--- src/rtl/spi_flash_pkg.sv ---
`default_nettype none
// ============================================================================
//  Module   : spi_flash_pkg
//  Brief    : Shared command codes, address length and state encoding for
//             the SPI flash responder.
//  Revision : 1.0  initial release
// ============================================================================
package spi_flash_pkg;

  localparam logic [7:0] CMD_READ   = 8'h03;
  localparam logic [7:0] CMD_WAKE   = 8'hAB;
  localparam int         ADDR_BYTES = 3;

  typedef enum logic [2:0] {
    IDLE   = 3'd0,
    CMD    = 3'd1,
    ADDR   = 3'd2,
    DATA   = 3'd3,
    IGNORE = 3'd4
  } state_e;

endpackage
`default_nettype wire

--- src/rtl/spi_in_sync.sv ---
`default_nettype none
// ============================================================================
//  Module   : spi_in_sync
//  Brief    : Two-flop synchronisers for CS, SCLK and MOSI plus SCLK
//             rise/fall detection on the synchronised clock.
//  Revision : 1.0  initial release
// ============================================================================
module spi_in_sync (
  input  logic clk,
  input  logic reset,
  input  logic spi_cs_i,
  input  logic spi_sclk_i,
  input  logic spi_mosi_i,
  output logic cs_o,
  output logic mosi_o,
  output logic sclk_rise_o,
  output logic sclk_fall_o
);

  // Bit order inside the vectors: [2]=CS, [1]=SCLK, [0]=MOSI.
  logic [2:0] meta_q;
  logic [2:0] sync_q;
  logic       sclk_prev_q;

  // Synchroniser chain; everything idles high so reset looks like "deselected".
  always_ff @(posedge clk) begin
    if (reset) begin
      meta_q      <= 3'b111;
      sync_q      <= 3'b111;
      sclk_prev_q <= 1'b1;
    end else begin
      meta_q      <= {spi_cs_i, spi_sclk_i, spi_mosi_i};
      sync_q      <= meta_q;
      sclk_prev_q <= sync_q[1];
    end
  end

  assign cs_o        = sync_q[2];
  assign mosi_o      = sync_q[0];
  assign sclk_rise_o =  sync_q[1] & ~sclk_prev_q;
  assign sclk_fall_o = ~sync_q[1] &  sclk_prev_q;

endmodule
`default_nettype wire

--- src/rtl/spi_flash_responder.sv ---
`default_nettype none
// ============================================================================
//  Module   : spi_flash_responder
//  Brief    : Mode-3 SPI flash responder supporting wake (0xAB) and read
//             (0x03 + 24-bit address) with a one-byte prefetching fetch path.
//  Revision : 1.0  initial release
// ============================================================================
module spi_flash_responder #(
  parameter bit START_AWAKE = 1'b0,
  parameter int MEM_AW      = 24
) (
  input  logic              clk,
  input  logic              reset,
  input  logic              spi_cs,
  input  logic              spi_sclk,
  input  logic              spi_mosi,
  output logic              spi_miso,
  output logic              mem_valid,
  input  logic              mem_ready,
  output logic [MEM_AW-1:0] mem_addr,
  input  logic [7:0]        mem_rdata,
  output logic              awake,
  output logic              underrun
);
  import spi_flash_pkg::*;

  localparam logic [MEM_AW-1:0] c_addr_one  = {{(MEM_AW-1){1'b0}}, 1'b1};
  localparam logic [1:0]        c_last_addr = 2'(ADDR_BYTES - 1);

  logic cs_s, mosi_s, rise, fall;

  spi_in_sync u_sync (
    .clk        (clk),
    .reset      (reset),
    .spi_cs_i   (spi_cs),
    .spi_sclk_i (spi_sclk),
    .spi_mosi_i (spi_mosi),
    .cs_o       (cs_s),
    .mosi_o     (mosi_s),
    .sclk_rise_o(rise),
    .sclk_fall_o(fall)
  );

  state_e            state_q, state_d;
  logic [2:0]        bitcnt_q, bitcnt_d;
  logic [6:0]        shin_q, shin_d;        // previous 7 MOSI bits of the byte
  logic [MEM_AW-2:0] addr_sh_q, addr_sh_d;  // address bits received so far
  logic [1:0]        addr_cnt_q, addr_cnt_d;
  logic [MEM_AW-1:0] next_addr_q, next_addr_d; // address of next byte to load
  logic              want_q, want_d;        // fetch requested but not issued
  logic              mem_valid_q, mem_valid_d;
  logic [MEM_AW-1:0] mem_addr_q, mem_addr_d;
  logic              discard_q, discard_d;  // outstanding fetch is stale
  logic [7:0]        hold_q, hold_d;
  logic              hold_full_q, hold_full_d;
  logic [7:0]        shout_q, shout_d;
  logic              miso_q, miso_d;
  logic              awake_q, awake_d;
  logic              underrun_q, underrun_d;

  logic [7:0]        w_byte;
  logic              w_byte_done;
  logic              w_addr_done;
  logic              w_load;
  logic              w_want;
  logic [MEM_AW-1:0] w_want_addr;

  // Next-state logic: command decode, bit shifting, holding register and fetch issue.
  always_comb begin
    state_d     = state_q;
    bitcnt_d    = bitcnt_q;
    shin_d      = shin_q;
    addr_sh_d   = addr_sh_q;
    addr_cnt_d  = addr_cnt_q;
    next_addr_d = next_addr_q;
    want_d      = want_q;
    mem_valid_d = mem_valid_q;
    mem_addr_d  = mem_addr_q;
    discard_d   = discard_q;
    hold_d      = hold_q;
    hold_full_d = hold_full_q;
    shout_d     = shout_q;
    miso_d      = miso_q;
    awake_d     = awake_q;
    underrun_d  = underrun_q;
    w_byte      = {shin_q, mosi_s};
    w_byte_done = rise && (bitcnt_q == 3'd7);
    w_addr_done = 1'b0;
    w_load      = 1'b0;
    w_want      = 1'b0;
    w_want_addr = next_addr_q;

    if (cs_s) begin
      // Deselect aborts the transaction; an in-flight fetch becomes stale.
      state_d     = IDLE;
      bitcnt_d    = 3'd0;
      miso_d      = 1'b1;
      want_d      = 1'b0;
      hold_full_d = 1'b0;
      if (mem_valid_q) discard_d = 1'b1;
    end else begin
      if (rise) begin
        bitcnt_d = bitcnt_q + 3'd1;
        shin_d   = w_byte[6:0];
      end
      case (state_q)
        IDLE: state_d = CMD;
        CMD: begin
          if (w_byte_done) begin
            if (w_byte == CMD_WAKE) begin
              awake_d = 1'b1;
              state_d = IGNORE;
            end else if (w_byte == CMD_READ && awake_q) begin
              addr_cnt_d = 2'd0;
              state_d    = ADDR;
            end else begin
              state_d = IGNORE;
            end
          end
        end
        ADDR: begin
          if (rise) addr_sh_d = {addr_sh_q[MEM_AW-3:0], mosi_s};
          if (w_byte_done) begin
            addr_cnt_d = addr_cnt_q + 2'd1;
            if (addr_cnt_q == c_last_addr) begin
              w_addr_done = 1'b1;
              next_addr_d = {addr_sh_q, mosi_s};
              state_d     = DATA;
            end
          end
        end
        DATA: begin
          if (fall) begin
            if (bitcnt_q == 3'd0) begin
              // Byte boundary: move the held byte out, or 0xFF if it never arrived.
              w_load      = 1'b1;
              next_addr_d = next_addr_q + c_addr_one;
              hold_full_d = 1'b0;
              if (hold_full_q) begin
                miso_d  = hold_q[7];
                shout_d = {hold_q[6:0], 1'b1};
              end else begin
                miso_d     = 1'b1;
                shout_d    = 8'hFF;
                underrun_d = 1'b1;
                if (mem_valid_q) discard_d = 1'b1;
              end
            end else begin
              miso_d  = shout_q[7];
              shout_d = {shout_q[6:0], 1'b1};
            end
          end
        end
        IGNORE: ;
        default: state_d = IDLE;
      endcase
    end

    // Handshake completion; the byte is kept only if it belongs to the live stream
    // and did not arrive too late for the byte being loaded right now.
    if (mem_valid_q && mem_ready) begin
      mem_valid_d = 1'b0;
      discard_d   = 1'b0;
      if (!discard_q && !cs_s && state_q == DATA && !(w_load && !hold_full_q)) begin
        hold_d      = mem_rdata;
        hold_full_d = 1'b1;
      end
    end

    // Fetch issue: one outstanding request at most; later requests wait their turn.
    w_want = !cs_s && (want_q || w_addr_done || w_load);
    if (w_addr_done)  w_want_addr = {addr_sh_q, mosi_s};
    else if (w_load)  w_want_addr = next_addr_q + c_addr_one;
    if (w_want) begin
      if (!mem_valid_q) begin
        mem_valid_d = 1'b1;
        mem_addr_d  = w_want_addr;
        want_d      = 1'b0;
      end else begin
        want_d = 1'b1;
      end
    end
  end

  // State register with synchronous reset.
  always_ff @(posedge clk) begin
    if (reset) begin
      state_q     <= IDLE;
      bitcnt_q    <= 3'd0;
      shin_q      <= 7'd0;
      addr_sh_q   <= '0;
      addr_cnt_q  <= 2'd0;
      next_addr_q <= '0;
      want_q      <= 1'b0;
      mem_valid_q <= 1'b0;
      mem_addr_q  <= '0;
      discard_q   <= 1'b0;
      hold_q      <= 8'd0;
      hold_full_q <= 1'b0;
      shout_q     <= 8'hFF;
      miso_q      <= 1'b1;
      awake_q     <= START_AWAKE;
      underrun_q  <= 1'b0;
    end else begin
      state_q     <= state_d;
      bitcnt_q    <= bitcnt_d;
      shin_q      <= shin_d;
      addr_sh_q   <= addr_sh_d;
      addr_cnt_q  <= addr_cnt_d;
      next_addr_q <= next_addr_d;
      want_q      <= want_d;
      mem_valid_q <= mem_valid_d;
      mem_addr_q  <= mem_addr_d;
      discard_q   <= discard_d;
      hold_q      <= hold_d;
      hold_full_q <= hold_full_d;
      shout_q     <= shout_d;
      miso_q      <= miso_d;
      awake_q     <= awake_d;
      underrun_q  <= underrun_d;
    end
  end

  assign spi_miso  = miso_q;
  assign mem_valid = mem_valid_q;
  assign mem_addr  = mem_addr_q;
  assign awake     = awake_q;
  assign underrun  = underrun_q;

endmodule
`default_nettype wire
--- config.mk ---
export PLATFORM = sky130hd
export DESIGN_NAME = spi_flash_responder
export DESIGN_NICKNAME = d
export VERILOG_FILES = /design/src/rtl/spi_flash_pkg.sv /design/src/rtl/spi_in_sync.sv /design/src/rtl/spi_flash_responder.sv
export SDC_FILE = /design/constraint.sdc
export NUM_CORES = 1
export LEC_CHECK = 0
export ABC_AREA = 0
export BUFFER_PORTS_ARGS = -buffer_cell sky130_fd_sc_hd__buf_2
export CORE_ASPECT_RATIO = 1.5
export CORE_MARGIN = 4
export CORE_UTILIZATION = 49
export DETAILED_ROUTE_END_ITERATION = 10
export HOLD_SLACK_MARGIN = 0.1
export PLACE_DENSITY = 0.68
export RECOVER_POWER = 50
export SETUP_SLACK_MARGIN = 0.05
export SLEW_MARGIN = 0
export SYNTH_ARGS = -nofsm -noshare
export SYNTH_HDL_FRONTEND = slang
export SYNTH_HIERARCHICAL = 1
export SYNTH_SLANG_ARGS = --single-unit
--- constraint.sdc ---
create_clock -name clk -period 5.1 [get_ports clk]
set_input_delay 0 -clock clk [delete_from_list [all_inputs] [get_ports clk]]
set_output_delay 0 -clock clk [all_outputs]
set_load 0.02 [all_outputs]
==> results.ini <==
[synthesis]
yosysWarnings=6
synth.ff_latch_count=115
ys_seq_area_frac=0.442
synth_cell_type_count=57
syn_nets=640
syn-mean-instance-area_um2=8.39
synthXorXnorAreaFrac=0.00841
ys.flop_type=dfxtp_1
synth_top_area_frac=0.442
synth_mux_area_frac=0.0423
synth.cell_area_mm2=0.00521
netlist_top_cells_area=dfxtp_1 (44%), nand2_1 (5.3%), nor2_1 (5.3%), a21oi_1 (4.7%), mux2i_1 (4.2%)
synth-async-reset-ratio=0
netlist_instances=621
yosys.area_share.adder=0.0120
synth_top_family_by_area=simple AND/OR/NAND/NOR gates
synth-compound-area-share=0.179
synth-edff-count=0
yosys.area_share.simple=0.264
yosys.area.top_type=dfxtp_1

[power_and_ir_drop]
switching_share=0.194
power.internal_mw=1.67
clockPowerShare=0.546
leakage_nw=2.06
pwr-share-comb=0.017
peakVddDrop_mv=0.236
pwr-share-seq=0.437
cellPowerDensity_mw_per_mm2=343
switching_power_mw=0.401

[global_routing]
grt_pass1_wl_um=20200
antenna_found_initial=0
grt_max_degree=116
grt-ovfl-total=0
grt_usage=0.202
grt_pass1_vias=4276

[timing]
setup_viol=0
rsz0062_at_grt=no
clock_skew_ns=0.00560
finalHoldViolations=0
clock.fmax_mhz=284
maxSlewHeadroom=-2.02
tightestPinTransition_ns=4.52
layout_min_cycle_time_ns=3.52
finalSetupTns_ns=0
fin_crit_sh=0.690
slew_viol_final=116

[clock_tree]
htree_levels=4
ctsResizeCount=0
cts_made_buffers=17
cts-root-buf=clkbuf_16
clk_latency_ns=0.41
cts_tree=done
clk_pin_slew_ns=0.05
clockBufferDepth=2
cts_sinks=115

[final_layout]
ff_latch_area_mm2=0.00230
fin_cells=799
fillers=956
layout-drive-gt1-share=0.0790
nNetsFinal=665
final_common_cell=dfxtp_1
syn2layout_area_growth_pct=15.9
final_cell_mix=dfxtp_1 (115), nand2_1 (74), nor2_1 (73)
antenna_cells=0
multi_input_area_mm2=0.00264

[die]
dieWidth_um=92.2
die_h_um=134
coreArea_mm2=0.0102
start_util=0.508
row_count=45
num_io_pins=42
die-area_mm2=0.0124

[place]
dpl.hpwl_um=7820
port_buffers=41
gp_congestion=0.836
place_inst=756

[critical_path]
r2r_slack_ns=2.11
cp.required_ns=5.38
worst_setup_path_end_kind=flip-flop
critPathArrivalTime_ns=3.79
start_kind=input port
cp_slowest_cell=clkbuf_1
critical_path_class=input port to flip-flop
path_max_fanout=115
crit_path_cell_trace=clkbuf_1 -> or2_2 -> nor4_1
cpPeakStageDelay_ns=3.12

[route]
routed_via_density=5.69
postRouteWirelength_um=12000
vias=4543
avgRoutedWirePerCell_um=15.0
drtPass1Iterations=5
final_antenna_net_count=0
drt-initial-drc-count=313
remaining_drc_errors=0

[job]
drv_cap=1

[worst_hold_path]
hold_class=input port to flip-flop

[outcome]
status=finished, violations left
violations=capacitance limit, slew limit

==> layer usage <==
layer,share of wire,up-vias,track usage
li1,-,2261,-
met1,0.43,2121,0.236
met2,0.49,135,0.346
met3,0.049,26,0.0584
met4,0.027,0,0.0843
met5,0,-,0
==> metrics by stage <==
stage          setup WS [ns]  total power [mW]  hold slack (ns)  utilization  area (um2)
3_5_place_dp            2.16             0.951            0.184        0.526        5390
4_1_cts                 2.12              2.09            0.254        0.593        6080
2_1_floorplan           3.21             0.942           0.0971            -        5210
5_1_grt                 1.11              2.14            0.337        0.589        6040
3_3_place_gp            2.31             0.950            0.176        0.526        5390
6_report                1.58              2.07            0.312        0.589        6040
==> power by group through the flow <==
stage	sequential [mW]	clock, mW	combinational (mW)
after floorplan	0.921	0	0.0207
after global placement	0.923	0	0.0268
after detailed placement	0.923	0	0.0272
after CTS	0.905	1.15	0.0342
after global routing	0.904	1.20	0.0383
final	0.905	1.13	0.0345
==> final timing paths <==
kind,from,to,cells after the start
setup reg to reg,bitcnt_q[0]$_SDFFE_PP0P_,mem_addr[6]$_SDFFE_PP0P_,7
hold / removal,spi_mosi,u_sync/meta_q[0]$_SDFF_PP1_,3
hold reg to reg,u_sync/meta_q[2]$_SDFF_PP1_,u_sync/sync_q[2]$_SDFF_PP1_,1
setup / recovery,reset,state_q[0]$_SDFFE_PP0P_,3
==> final cells by class <==
type,count,area share
Inverter,15,0.00932
Timing Repair Buffer,54,0.0491
Clock inverter,5,0.0124
Sequential cell,115,0.381
Clock buffer,26,0.0810
Multi-Input combinational cell,443,0.438
Tap cell,141,0.0292
==> worst max-delay path, delay by kind of cell <==
kind          cells  cell delay (ns)
simple gates      2             0.65
buf+inv           1             3.12
==> sequential cells by signal, summed over array words and instances, names as in the netlist, 7 cells and up <==
| register | count |
|---|---|
| mem_addr | 24 |
| shout_q | 7 |
| hold_q | 8 |
| next_addr_q | 24 |
| addr_sh_q | 23 |
| shin_q | 7 |
==> logic make-up after synthesis <==
logic type                 count (synthesis)
and+or+nand+nor                          270
xor gates and xnor gates                   5
muxes                                     22
AOI/OAI and AO/OA                        141
adders and majority gates                  5
DFF                                      115
buffers and inverters                     63
==> cells in the mapped netlist, drive strengths merged (2+ instances only) <==
cell type / number
or2: 10
buf: 22
a21oi: 50
nor2: 73
nand4b: 4
a211oi: 10
o31a: 2
and2: 5
o211ai: 11
ha: 5
o22ai: 6
mux2i: 22
nor3b: 3
a2111oi: 2
nor4: 9
o21ai: 19
and4b: 2
nand4: 14
xnor2: 5
nor4b: 2
nand2: 75
o31ai: 2
nand3: 18
a211o: 7
or3: 2
nor3: 13
o21a: 5
o221ai: 3
nand2b: 5
dfxtp: 115
a31oi: 12
inv: 15
clkbuf: 26
and4: 6
and3: 9
a311oi: 6
nand3b: 12
nor2b: 7
==> repair_timing <==
action,in CTS,in global routing
setup buffers,0,0
endpoints found under the hold margin,13,0
hold buffers,12,0
No activity file was read; power rests on OpenSTA's default activity.
